File: src/rtl/bcd_2dig_to_bin_pkg.sv
// bcd_2dig_to_bin_pkg: shared FSM encodings, constants and digit check for the BCD-to-binary converter
package bcd_2dig_to_bin_pkg;
   typedef enum logic [1:0] {IDLE = 2'd0, SHIFT = 2'd1, DONE = 2'd2} state_t;
   localparam logic [3:0] BCD_DIGIT_MAX = 4'd9;
   localparam logic [3:0] DD_ITER = 4'd8;
   function automatic logic digits_ok(input logic [3:0] d1, input logic [3:0] d0);
      return (d1 <= BCD_DIGIT_MAX) && (d0 <= BCD_DIGIT_MAX);
   endfunction
endpackage

File: src/rtl/bcd_digit_adj.sv
// bcd_digit_adj: reverse double-dabble nibble correction, subtracts 3 from nibbles of 8 or more
module bcd_digit_adj (
   input  logic [3:0] nib_in,
   output logic [3:0] nib_out
);
   assign nib_out = (nib_in >= 4'd8) ? nib_in - 4'd3 : nib_in;
endmodule

File: src/rtl/bcd_2dig_to_bin.sv
// bcd_2dig_to_bin: 2-digit BCD to binary converter with range check; define BCD_CLAMP_EN to clamp out-of-range values to MAX_VAL
module bcd_2dig_to_bin
   import bcd_2dig_to_bin_pkg::*;
#(
   parameter int W       = 7,
   parameter int MAX_VAL = 59
) (
   input  logic         clk,
   input  logic         reset,
   input  logic         start,
   input  logic [3:0]   digit1,
   input  logic [3:0]   digit0,
   output logic         busy,
   output logic         done,
   output logic         err,
   output logic [W-1:0] bin_out
);
   localparam logic [7:0] MAX8 = 8'(MAX_VAL);
   state_t      state;
   logic [15:0] sr;
   logic [15:0] sr_sh;
   logic [15:0] sr_nx;
   logic [3:0]  cnt;
   logic        bad;
   logic [3:0]  hi_adj;
   logic [3:0]  lo_adj;
   logic [7:0]  val;
   logic        over;
   logic [W-1:0] bin_nx;
   logic        err_nx;

   assign sr_sh = sr >> 1;

   bcd_digit_adj u_adj_hi (.nib_in(sr_sh[15:12]), .nib_out(hi_adj));
   bcd_digit_adj u_adj_lo (.nib_in(sr_sh[11:8]),  .nib_out(lo_adj));

   assign sr_nx = {hi_adj, lo_adj, sr_sh[7:0]};
   assign val   = sr[7:0];
   assign over  = val > MAX8;

   // result selection: invalid digits force zero, out-of-range either clamps or passes through
   always_comb begin
`ifdef BCD_CLAMP_EN
      bin_nx = bad ? '0 : over ? W'(MAX8) : W'(val);
`else
      bin_nx = bad ? '0 : W'(val);
`endif
      err_nx = bad | over;
   end

   // control FSM: accept, eight shift/adjust iterations, then register the result
   always_ff @(posedge clk or posedge reset) begin
      if (reset) begin
         state   <= IDLE;
         sr      <= '0;
         cnt     <= '0;
         bad     <= 1'b0;
         busy    <= 1'b0;
         done    <= 1'b0;
         err     <= 1'b0;
         bin_out <= '0;
      end else begin
         case (state)
            IDLE: begin
               done <= 1'b0;
               if (start) begin
                  sr    <= {digit1, digit0, 8'h00};
                  cnt   <= '0;
                  bad   <= !digits_ok(digit1, digit0);
                  busy  <= 1'b1;
                  state <= SHIFT;
               end
            end
            SHIFT: begin
               sr  <= sr_nx;
               cnt <= cnt + 4'd1;
               if (cnt == DD_ITER - 4'd1) state <= DONE;
            end
            DONE: begin
               done    <= 1'b1;
               busy    <= 1'b0;
               bin_out <= bin_nx;
               err     <= err_nx;
               state   <= IDLE;
            end
            default: state <= IDLE;
         endcase
      end
   end
endmodule
File: config.mk
export PLATFORM = sky130hd
export DESIGN_NAME = bcd_2dig_to_bin
export DESIGN_NICKNAME = d
export VERILOG_FILES = /design/src/rtl/bcd_2dig_to_bin_pkg.sv /design/src/rtl/bcd_digit_adj.sv /design/src/rtl/bcd_2dig_to_bin.sv
export SDC_FILE = /design/constraint.sdc
export NUM_CORES = 1
export LEC_CHECK = 0
export BUFFER_PORTS_ARGS = -buffer_cell sky130_fd_sc_hd__buf_4
export CAP_MARGIN = 10
export CORE_MARGIN = 2
export CORE_UTILIZATION = 55
export CTS_CLUSTER_DIAMETER = 60
export DETAILED_ROUTE_END_ITERATION = 10
export PLACE_DENSITY_LB_ADDON = 0.25
export SLEW_MARGIN = 20
export SYNTH_ARGS = -nofsm -noshare
export SYNTH_HDL_FRONTEND = slang
export SYNTH_SLANG_ARGS = --single-unit
File: constraint.sdc
create_clock -name clk -period 1.5 [get_ports clk]
set_input_delay 0.3 -clock clk [delete_from_list [all_inputs] [get_ports clk]]
set_output_delay 0.3 -clock clk [all_outputs]
set_load 0.005 [all_outputs]
After elaboration in Yosys (flattened, before gate mapping)
Index checks and enable logic that the tools add are counted.

storage, ports and cells
  RAM bits = 0
  memory bits (read-only) = 0
  output and inout bits = 10
  register bits after elaboration = 33
  latch bits = 0
  bits of input ports = 11
  memories = 0
  word-level logic and storage cells = 44

operators by class
  equal/unequal tests = 5
  shifts and indexed selects = 0
  multipliers = 0
  $lt $le $gt $ge = 5
  bitwise logic cells = 1
  mux-type cells = 13
  div/mod/pow operators = 0
  add/sub/neg operators = 3
  reduce and logical (&&, ||, !) cells = 9

operator list
  cell                                                               count
  case mux 16 bit (2 select lines)                                   1
  two-way mux 16 bit                                                 1
  two-way mux 4 bit                                                  3
  greater-than comparator 8 x 6 -> 1 bit, second input constant      1
  less-or-equal comparator 4 bit, second input constant              2
  case mux 4 bit (2 select lines)                                    1
  AND reduction 2 bit                                                4
  two-way mux 7 bit                                                  1
  adder 4 x 1 -> 4 bit, second input constant                        1
  equality test 4 x 3 -> 1 bit, second input constant                1
  greater-or-equal comparator 3 x 4 -> 1 bit, second input constant  1
  greater-or-equal comparator 4 bit, second input constant           1
  two-way mux 2 bit                                                  2
  != test 2 bit, second input constant                               2
  case mux 1 bit (2 select lines)                                    2
  case mux 2 bit (2 select lines)                                    1
  nonzero test 2 bit                                                 2
  subtractor 3 x 2 -> 4 bit, second input constant                   1
  subtractor 4 x 2 -> 4 bit, second input constant                   1
  equality test 2 x 1 -> 1 bit, second input constant                1
  equality test 2 bit, second input constant                         1
  zero test 2 bit                                                    1
  logical AND 1 bit                                                  1
  zero test 1 bit                                                    1
  2 further kinds                                                    2

Logic depth before layout (Yosys ltp)
Gate-level depths: netlist (run 1).

  depth in word-level cells = 3
  gate-level depth with buffers = 5
  depth with buffers taken out = 5

By module
A second synthesis (run 1) with hierarchy kept.

second synthesis, totals
  cells, all modules = 155
  area, all modules = 1,581.5 um^2

modules (own cells, without submodules)
  module           cells an instance  times used  area each (um^2)  sequential area each (um^2)
  bcd_2dig_to_bin  133                1           1,428.9           825.8
  bcd_digit_adj    11                 2           76.3              0.0

Least setup slack after synthesis (run 1)
Ideal clock, no wire load.

  path kind = flip-flop to flip-flop
  start = reg cnt[0]
  end = reg cnt[2]
  path buffers = 0
  required time = 1.379 ns
  stages on the path, launching flop included = 4
  slack = 0.305 ns
  data arrival time = 1.074 ns
  clock period less this slack = 1.195 ns
  setup time = 0.121 ns
  path through = dfrtp_1 ha_1 mux2_1 a22o_1

between the ends
  word-level cells in the longest chain between the ends = 2

RTL lines
  what                             RTL line               text
  start, declared                  bcd_2dig_to_bin.sv:23  logic [3:0] cnt;
  start signal, assigned           bcd_2dig_to_bin.sv:76  cnt <= cnt + 4'd1;
  adder 4 x 1 -> 4 bit             bcd_2dig_to_bin.sv:76
  case mux 4 bit (2 select lines)  bcd_2dig_to_bin.sv:63  case (state)

Every way passes these cells.
A chain may end at the register's enable or synchronous reset.

Final worst setup path (run 1)
  start = reg sr[9]
  end = reg sr[9]

between the ends
  word-level cells in the longest chain between the ends = 3
  elaborated cells on any way between the ends = 4
  classes of those cells = add/sub (1); order compare (1); mux (2)

RTL lines
  what                                                                                   RTL line               text
  start, declared                                                                        bcd_2dig_to_bin.sv:20  logic [15:0] sr;
  start signal, assigned                                                                 bcd_2dig_to_bin.sv:67  sr <= {digit1, digit0, 8'h00};
  start signal, assigned                                                                 bcd_2dig_to_bin.sv:75  sr <= sr_nx;
  subtractor 4 x 2 -> 4 bit / greater-or-equal comparator 4 bit (equally long branches)  bcd_digit_adj.sv:6     assign nib_out = (nib_in >= 4'd8) ? nib_in - 4'd3 : nib_in;
  two-way mux 4 bit (*)                                                                  bcd_digit_adj.sv:6
  case mux 16 bit (2 select lines) (*)                                                   bcd_2dig_to_bin.sv:63

Mark *: on every way between the ends. The rest lies on a longest branch, timed or not.

==> results of run 1 <==
## area by class of cell
class                   instances  area [sq um]  area share (%)
well taps                      31         38.79           2.211
flip-flops and latches         33         825.8           47.08
multi-input cells              95         605.6           34.52
clock buffers                   5         37.54           2.140
inverters                       5         18.77           1.070
repair buffers                 28         210.2           11.98
clock inverters                 3         17.52          0.9986
## worst max path at each step
stage               endpoint  startpoint
finish                 sr[9]       sr[9]
floorplan             cnt[2]      cnt[0]
detailed placement     sr[9]       sr[9]
global route           sr[9]       sr[9]
CTS                    sr[9]       sr[9]
global placement      cnt[2]      cnt[0]
## power breakdown
group	internal, mW	total [mW]	leakage, nW	switching [mW]
clock	0.176	0.492	0.0310	0.316
combinational	0.678	1.30	0.397	0.621
sequential	1.23	1.54	0.426	0.305
## registers in the layout, summed over array words and instances (netlist names)
| signal | count |
|---|---|
| busy | 1 |
| sr | 16 |
| done | 1 |
| state | 2 |
| bad | 1 |
| err | 1 |
| bin_out | 7 |
| cnt | 4 |
## synth_stat cells, drive strengths merged, types with 3 or more instances
library cell / n / area share, %
a21oi: 6 / 2.0
a22o: 10 / 5.8
buf: 9 / 4.1
dfrtp: 33 / 55
ha: 3 / 2.5
inv: 5 / 1.2
nand2: 16 / 4.0
nand2b: 10 / 4.1
nand3: 3 / 0.99
nor2: 5 / 1.2
nor2b: 5 / 2.1
o21ai: 15 / 5.0
## critical path: stages, from the launching register on
cell	delay [ns]
dfrtp_1	0.46
inv_1	0.10
ha_1	0.31
mux2i_1	0.13
a211oi_1	0.08
a21o_1	0.16
## cells in the final DEF (no fill, tap or decap), types with 2 or more instances in the layout
master    instances
xnor2_1           2
a21oi_1           6
nor2b_1           5
dfrtp_1          33
ha_1              3
clkbuf_4          5
inv_1             5
a21o_1            2
a22o_1           10
clkinv_2          2
nand3_1           3
o21ai_0           3
and3b_1           2
nand2_1          16
o21ai_1          12
nor2_1            5
buf_4            28
nand2b_1         10
## logic make-up (layout without fill, tap and decap cells)
kind of cell	Yosys count	in the layout	share of synthesized area [%]
multiplexers	2	2	1.406
buffers and inverters	14	41	5.376
flip-flops	33	33	54.59
AO/OA/AOI/OAI	43	43	19.27
adder cells (fa/ha/maj)	3	3	2.482
XOR/XNOR	2	2	1.158
AND/OR/NAND/NOR	45	45	15.72
## per-stage QoR
| stage | power [mW] | hold WS [ns] |
|---|---|---|
| 6_report | 3.327 | 0.03120 |
| 4_1_cts | 3.350 | 0.03083 |
| 3_3_place_gp | 2.754 | 0.4107 |
| 3_5_place_dp | 2.854 | 0.4191 |
| 2_1_floorplan | 2.448 | 0.4289 |
| 5_1_grt | 3.585 | 0.05650 |
## layer usage
| metal | up-vias | global-route usage (%) | share of wire [%] |
|---|---|---|---|
| met5 | - | 0 | 0 |
| met4 | 0 | 9.524 | 2.3 |
| met3 | 8 | 6.912 | 5.1 |
| met2 | 41 | 32.39 | 49 |
| met1 | 550 | 27.12 | 44 |
| li1 | 546 | - | - |
==> results.md, run 1 <==
* Status: finished, final reports clean
* Die H at 56.45 um
* Post-synth EDFFs at 0
* Avg Cell Area, Syn at 10.65 sq um
* Global-route wire length before repair at 5050 um
* Max VDD drop at 0.001324 V
* Pwr/cell area at 1897 mW/mm^2
* Synthesized area at 0.001513 sq mm
* Yosys reg bits at 33
* Post-CTS Setup Bufs at 0
* Startpoint types: register
* Number of global-route vias before repair at 1104
* H-tree depth at 2
* Static Leak at 0.8534 nW
* Highest Clock Rate at 0.7442 GHz
* Placed cells at 192
* CP Capture Type: register
* Final GP Congestion at 0.7474
* Pre-CTS setup slack at 0.1916 ns
* Ys async rst share at 100.0%
* Post-DP HPWL at 2058 um
* Yosys cell types at 34
* Initial Util at 56.31%
* CP Class: register to register
* Worst Tran Pin Value at 0.4135 ns
* RSZ-0062 raised after global routing: no
* Die ar. at 0.003186 sq mm
* Rel. slew slack at 72.43%
* Final instance area at 0.001754 sq mm
* Max-cap violations at 0
* Layout cell share with drive strength beyond 1 at 22.49%
* Iter 0 DRT Violations at 36
* Final count of negative-setup-slack endpoints at 0
* Worst EP required at 1.75 ns
* Fin nets at 182
* Crit share post-route at 89.58%
* R2r endpoint: sr[9]
* Final max-slew violation count at 0
* CTS root buf: clkbuf_4
* DP Area at 0.001699 sq mm
* I/O Pins at 21
* Yosys synthesis warning count at 0
* Post-synth top flop: dfrtp_1
* CTS max path bufs at 2
* Post-Route WL at 2973 um
* Congestion Overflow GR at 0
* Clk sink count at 33
* Die W at 56.45 um
* Post-layout instance count excluding filler cells at 200
* Post-CTS sizing at 0
* Setup TNS at 0 ns
* Synth-to-layout area growth at 15.96%
* Post-CTS Hold Buffers at 0
* Routed via count at 1145
* Port bufs at 20
* Clock period minus final worst setup slack at 1.344 ns
* Reg-to-reg startpoint: sr[9]
* Worst-path maximum fanout at 5
* Min-Delay Path Class: input port to async pin
* Flop2flop setup slack at 0.16 ns
* Row count at 19
* Worst-Skew Late Latency at 0.34 ns
* Worst setup margin at 0.1563 ns
* Pin count of the biggest net entering global routing at 34
* Final hold violations at 0
* Arrival @ worst endpoint at 1.59 ns
* TritonCTS clock tree: yes
* Tot GR Track Use at 21.08%
* Post-synthesis sequential area ratio at 54.59%
* DRT Pass-1 Iters at 4
* CTS clk-pin slew, worst paths at 0.11 ns
* Num CTS Buffers at 5
* Routed WL per cell at 14.87 um
* FF-to-FF path depth at 5
* # DRC at 0
* Fill cells at 218
* Synthesized instance count at 142
* Post-Syn Nets at 156
* Vias per inst at 5.725
* Antenna violations before repair at 0
* Core ar. at 0.002686 sq mm
* Final Util at 65.30%
* Routed Antenna Nets at 0
* Antenna cells at 0
* Clock Skews at 0.01177 ns
No activity file was read; power rests on OpenSTA's default activity.
==> run 2, diff against run 1 <==
--- a/config.mk
+++ b/config.mk
@@ -5,14 +5,15 @@
 export SDC_FILE = /design/constraint.sdc
 export NUM_CORES = 1
 export LEC_CHECK = 0
-export BUFFER_PORTS_ARGS = -buffer_cell sky130_fd_sc_hd__buf_4
 export CAP_MARGIN = 10
 export CORE_MARGIN = 2
 export CORE_UTILIZATION = 55
 export CTS_CLUSTER_DIAMETER = 60
 export DETAILED_ROUTE_END_ITERATION = 10
+export DONT_BUFFER_PORTS = 1
 export PLACE_DENSITY_LB_ADDON = 0.25
 export SLEW_MARGIN = 20
 export SYNTH_ARGS = -nofsm -noshare
 export SYNTH_HDL_FRONTEND = slang
+export SYNTH_HIERARCHICAL = 1
 export SYNTH_SLANG_ARGS = --single-unit
==> constraint.sdc (replaced) <==
create_clock -name clk -period 1.1 [get_ports clk]
set_input_delay 0.22 -clock clk [delete_from_list [all_inputs] [get_ports clk]]
set_output_delay 0.22 -clock clk [all_outputs]
set_load 0.005 [all_outputs]
==> run 2 against run 1 <==
The flow now finishes with violations (negative setup slack). Synthesized cell count grew 9.2%. Fmax grew 2.6%. First-iteration DRC count grew 5.6%. Critical path depth is the same. Power grew 85%. Sequential cell count is the same. Core utilization grew 13 points.
==> results.md, run 2 <==
* CTS max path bufs at 2
* Post-synth EDFFs at 0
* WHS at 0.08741 ns
* Number of global-route vias before repair at 1220
* Synthesized area at 0.001582 sq mm
* Static Leak at 1.018 nW
* RSZ-0062 raised after global routing: yes
* Tot GR Track Use at 22.61%
* Congestion Overflow GR at 0
* Failing checks: negative setup slack
* Final count of negative-setup-slack endpoints at 17
* DP Area at 0.001724 sq mm
* Startpoint types: register
* CTS root buf: clkbuf_4
* Num CTS Buffers at 5
* H-tree depth at 2
* Final GP Congestion at 0.7052
* FF-to-FF path depth at 5
* Yosys cell types at 32
* Worst setup margin at -0.2101 ns
* Row count at 19
* Placed cells at 200
* Synth top area cells: dfrtp_1, o21ai_0, a22o_1, nand2_1, nand2b_1
* Cell count of the worst hold path at 2
* Clk sink count at 33
* Worst hold endpoint: sr[15]
* Power after layout at 6.165 mW
* Ys async rst share at 100.0%
* Synth-to-layout area growth at 34.73%
* Post-synth top area cell: dfrtp_1
* Routed WL per cell at 16.76 um
* Arrival @ worst endpoint at 1.53 ns
* CP Class: register to register
* Core ar. at 0.002734 sq mm
* Commonest non-fill, non-tap cell in the layout: dfrtp_1
* Max VDD drop at 0.002318 V
* Min-Delay Path Class: input port to register
* Layout cell share with drive strength beyond 1 at 38.74%
* Most frequent cells after synthesis: dfrtp_1, nand2_1, o21ai_0
* Worst-path maximum fanout at 4
* Post-synth top flop: dfrtp_1
* Worst-Skew Late Latency at 0.32 ns
* Highest Clock Rate at 0.7633 GHz
* Die H at 57.63 um
* Yosys synthesis warning count at 6
* Post-Route WL at 3720 um
* Post-synthesis sequential area ratio at 52.22%
* Fin nets at 207
* Avg Cell Area, Syn at 10.20 sq um
* Routed Antenna Nets at 0
* Initial Util at 57.85%
* CP Capture Type: register
* Max-cap violations at 0
* Final max-slew violation count at 0
* Post-layout instance count excluding filler cells at 222
* Iter 0 DRT Violations at 38
* Synthesized instance count at 155
* Vias per inst at 5.806
* Post-DP HPWL at 2167 um
* Reg-to-reg startpoint: sr[10]
* Port bufs at 0
* Die ar. at 0.003321 sq mm
* # DRC at 0
* Flop2flop setup slack at -0.21 ns
* R2r endpoint: sr[10]
* Clock Skews at 0.006976 ns
* TritonCTS clock tree: yes
* Die W at 57.63 um
* Most common cell in the netlist: dfrtp_1
* Crit share post-route at 119.1%
* Worst EP required at 1.32 ns
* Biggest register: sr
* Pwr/cell area at 2893 mW/mm^2
* DRT Pass-1 Iters at 4
* Yosys reg bits at 33
* Max reg flops at 16
* Final instance area at 0.002131 sq mm
* Pre-CTS setup slack at -0.1902 ns
* I/O Pins at 21
* Commonest cells after routing, fill and taps aside: dfrtp_1, buf_4, o21ai_1, nand2_1, buf_6
* Routed via count at 1289
* Status: finished, violations left
* Area fraction of the dominant cell type after synthesis at 52.22%
* Final hold violations at 0
* Global-route wire length before repair at 5713 um
* Regs by FF count: sr (16), bin_out (7), cnt (4)
* Antenna violations before repair at 0
* Antenna cells at 0
* Pin count of the biggest net entering global routing at 34
* Clock period minus final worst setup slack at 1.310 ns
* Hold Startpoint: digit1[3]
* CTS clk-pin slew, worst paths at 0.10 ns
[run 2: cell types whose count changed in the layout (fill, tap and decap cells not counted), moves of 3 or more]
cell     change
nor2b_1      -3
buf_6       +11
and3b_1      +4
o21ai_2      +5
a21oi_2      +4
nand2_2      +7
nand2_1      -4
nor2_1       -3
conb_1       +5
buf_4       -10
[run 2: power breakdown]
part / switching, mW / internal, mW / total, mW
clock: 0.383 / 0.302 / 0.685
combinational: 1.38 / 1.76 / 3.14
sequential: 0.593 / 1.74 / 2.34
[run 2: area by class of cell]
class                      count  area [sq um]
fill                         167         603.1
sequential                    33         827.0
clock buffer                   7         55.05
multi-input combinational    112         870.8
timing repair buffer          33         314.1
tap                           31         38.79
inverter                       6         25.02
[run 2: worst max-delay path, cell delays in order (launching register included)]
cell	delay, ns
dfrtp_1	0.44
ha_2	0.19
nand2b_4	0.14
xnor2_2	0.15
a22oi_1	0.20
o21ai_1	0.08
[run 2: metal layers]
| metal | global-route usage (%) | vias up | routed length [um] |
|---|---|---|---|
| li1 | - | 605 | - |
| met1 | 28.97 | 643 | 1595 |
| met2 | 36.69 | 34 | 1911 |
| met3 | 6.696 | 7 | 148 |
| met4 | 7.973 | 0 | 64 |
| met5 | 0 | - | 0 |
[run 2: what timing repair did]
action                                  4_1_cts  5_1_grt
gates cloned                                  1        2
setup buffers                                 3        9
endpoints found under the setup margin       28       30
endpoints found under the hold margin        33        0
hold buffers                                  1        0
gates resized for setup                      15       54
pin swaps                                    17       21
[run 2: cells by family (layout without fill, tap and decap cells)]
logic type                 Yosys count  after routing  share of synthesized area [%]
xor gates and xnor gates             4              4                          2.216
buffers and inverters               14             46                          4.905
other                                1              5                         0.2371
adders and majority gates            5              5                          3.956
muxes                                1              1                         0.7120
AOI/OAI and AO/OA                   47             47                          18.59
DFF                                 33             33                          52.22
and+or+nand+nor                     50             50                          17.17
[run 2: worst max path at each step]
stage                start      to  slack, ns  cells past startpoint
floorplan            sr[9]  sr[10]      -0.07                      5
global placement    sr[10]  sr[10]      -0.08                      5
detailed placement  sr[10]  sr[10]      -0.19                      5
CTS                 sr[10]  sr[10]      -0.21                      5
global route        sr[10]  sr[10]      -0.25                      5
finish              sr[10]  sr[10]      -0.21                      5
[run 2: through the flow]
stage / TNS (ns) / util [%]
global route: -1.844 / 77.94
floorplan: -0.1223 / -
detailed placement: -0.7286 / 63.07
global placement: -0.2391 / 63.07
finish: -0.8604 / 77.94
CTS: -0.5338 / 68.38
==> run 3, diff against run 2 <==
--- a/config.mk
+++ b/config.mk
@@ -6,8 +6,10 @@
 export NUM_CORES = 1
 export LEC_CHECK = 0
 export CAP_MARGIN = 10
+export CELL_PAD_IN_SITES_DETAIL_PLACEMENT = 0
+export CELL_PAD_IN_SITES_GLOBAL_PLACEMENT = 1
 export CORE_MARGIN = 2
-export CORE_UTILIZATION = 55
+export CORE_UTILIZATION = 43
 export CTS_CLUSTER_DIAMETER = 60
 export DETAILED_ROUTE_END_ITERATION = 10
 export DONT_BUFFER_PORTS = 1
==> run 3 against run 2 <==
Worst setup slack improved by 0.082 ns. Fmax rose by 6.6%. Critical path type unchanged. Largest power group unchanged. Critical endpoint unchanged. The flow still finishes with violations (negative setup slack). Non-clock buffer count fell by 3. Die area rose by 26%. Global-route usage fell by 3.7 points. Sequential share of layout area rose by 0.38 points. Clock-buffer cell count fell by 1. Sequential cell count did not move. Highest routed layer unchanged. Clock power rose by 28%.
==> results.md, run 3 (synthesized netlist as in run 2, its figures left out) <==
* Antenna cells at 0
* Worst path depth at 5
* Worst setup margin at -0.1286 ns
* Final max-slew violation count at 0
* Worst EP required at 1.27 ns
* Crit share post-route at 111.7%
* Highest Clock Rate at 0.8140 GHz
* Die H at 64.65 um
* Slowest CP cell: dfrtp_1
* Fill cells at 302
* Global-route wire length before repair at 5899 um
* Worst-Skew Late Latency at 0.29 ns
* CP Class: register to register
* Arrival @ worst endpoint at 1.40 ns
* Seq. cell area at 828.3 sq um
* R2r endpoint: sr[10]
* Core ar. at 0.003606 sq mm
* Clock Skews at 0.004880 ns
* Cell family with most CP delay: flip-flops
* Failing checks: negative setup slack
* Antenna violations before repair at 0
* TritonCTS clock tree: yes
* Static Leak at 0.9866 nW
* I/O Pins at 21
* Max VDD drop at 0.001255 V
* Synth-to-layout area growth at 33.62%
* Pin count of the biggest net entering global routing at 24
* Min-Delay Path Class: input port to register
* Congestion Overflow GR at 0
* Max reg flops at 16
* Number of global-route vias before repair at 1279
* Routed via count at 1223
* Row count at 22
* CP Capture Type: register
* Post-DP HPWL at 2417 um
* Startpoint types: register
* Cell count of the worst hold path at 2
* Port bufs at 0
* Crit-path cells: ha_2, nand2b_4, xnor2_1, a22oi_1, o21ai_1
* Fin nets at 205
* Area occupied by multi-input gates at 820.8 sq um
* Die W at 64.65 um
* CTS clk-pin slew, worst paths at 0.06 ns
* DP Area at 0.001773 sq mm
* Initial Util at 43.86%
* Hold Startpoint: digit1[3]
* Pwr/cell area at 2848 mW/mm^2
* RSZ-0062 raised after global routing: yes
* Final count of negative-setup-slack endpoints at 15
* Commonest non-fill, non-tap cell in the layout: dfrtp_1
* CTS root buf: clkbuf_8
* DRT Pass-1 Iters at 4
* Pre-CTS setup slack at -0.1296 ns
* CP peak stage delay at 0.42 ns
* CTS max path bufs at 2
* Iter 0 DRT Violations at 31
* Vias per inst at 5.139
* Final instance area at 0.002113 sq mm
* FF-to-FF path depth at 5
* Clock period minus final worst setup slack at 1.229 ns
* Tot GR Track Use at 18.86%
* Routed Antenna Nets at 0
* Final hold violations at 0
* Routed WL per cell at 14.68 um
* Worst hold endpoint: bad
* Flop2flop setup slack at -0.13 ns
* Clk sink count at 33
* Commonest cells after routing, fill and taps aside: dfrtp_1, buf_4, nand2_1
* Die ar. at 0.004179 sq mm
* Layout cell share with drive strength beyond 1 at 32.63%
* Worst-path maximum fanout at 4
* Post-Route WL at 3494 um
* Max-cap violations at 0
* Status: finished, violations left
* Num CTS Buffers at 5
* Reg-to-reg startpoint: sr[9]
* Final GP Congestion at 0.8025
* # DRC at 0
* H-tree depth at 2
* Regs by FF count: sr (16), bin_out (7), cnt (4)
* Buf/Inv on CP at 0
* Biggest register: sr
run 3: cell types whose count changed in the layout (fill, tap and decap cells not counted), sizes merged:
cell and change:
clkinv +2, clkbuf -1, and2b +1, buf -3
run 3: cell type report:
class,instances,area share (%)
Sequential cell,33,39.19
Inverter,6,1.066
Clock inverter,2,0.4737
Timing Repair Buffer,30,14.15
Multi-Input combinational cell,113,38.84
Clock buffer,6,3.434
Tap cell,48,2.842
run 3: power by group:
group	switching, mW	internal, mW	total, mW
clock network	0.439	0.438	0.877
registers	0.576	1.75	2.33
logic	1.18	1.64	2.82
total	2.19	3.82	6.02
run 3: metal layers:
layer	GRT usage, %	part of all wire (%)	up-vias
met1	22.22	43	589
li1	-	-	602
met3	4.688	4.0	7
met5	0	0	-
met4	8.777	2.1	0
met2	32.29	51	25
run 3: worst register-to-register path: stages, from the launching register on:
cell	delay (ns)
dfrtp_1	0.42
ha_2	0.18
nand2b_4	0.13
xnor2_1	0.12
a22oi_1	0.18
o21ai_1	0.08
run 3: metrics by stage:
| step | hold slack [ns] | TNS (ns) | std cells | total power, mW | utilization (%) |
|---|---|---|---|---|---|
| after floorplan | 0.3489 | -0.1223 | 159 | 3.668 | - |
| final | 0.1173 | -0.6610 | 238 | 6.020 | 58.61 |
| after CTS | 0.1175 | -0.6971 | 233 | 5.687 | 55.00 |
| after global routing | 0.1301 | -1.395 | 238 | 6.487 | 58.61 |
| after global placement | 0.1190 | -1.330 | 219 | 4.307 | 49.17 |
| after detailed placement | 0.1250 | -1.972 | 219 | 4.430 | 49.17 |
run 3: worst max path at each step:
stage | start | to | slack [ns]
2_1_floorplan | sr[9] | sr[10] | -0.07
4_1_cts | sr[10] | sr[10] | -0.13
3_3_place_gp | state[1] | bin_out[2] | -0.09
6_report | sr[9] | sr[10] | -0.13
3_5_place_dp | sr[10] | sr[10] | -0.13
5_1_grt | sr[9] | sr[10] | -0.22
run 3: what timing repair did:
item / 4_1_cts / 5_1_grt
gates cloned: 2 / 1
setup endpoints to repair: 32 / 30
pin swaps: 11 / 8
setup buffers: 4 / 4
resized for setup: 20 / 35
endpoints found under the hold margin: 33 / 0
hold buffers: 1 / 0
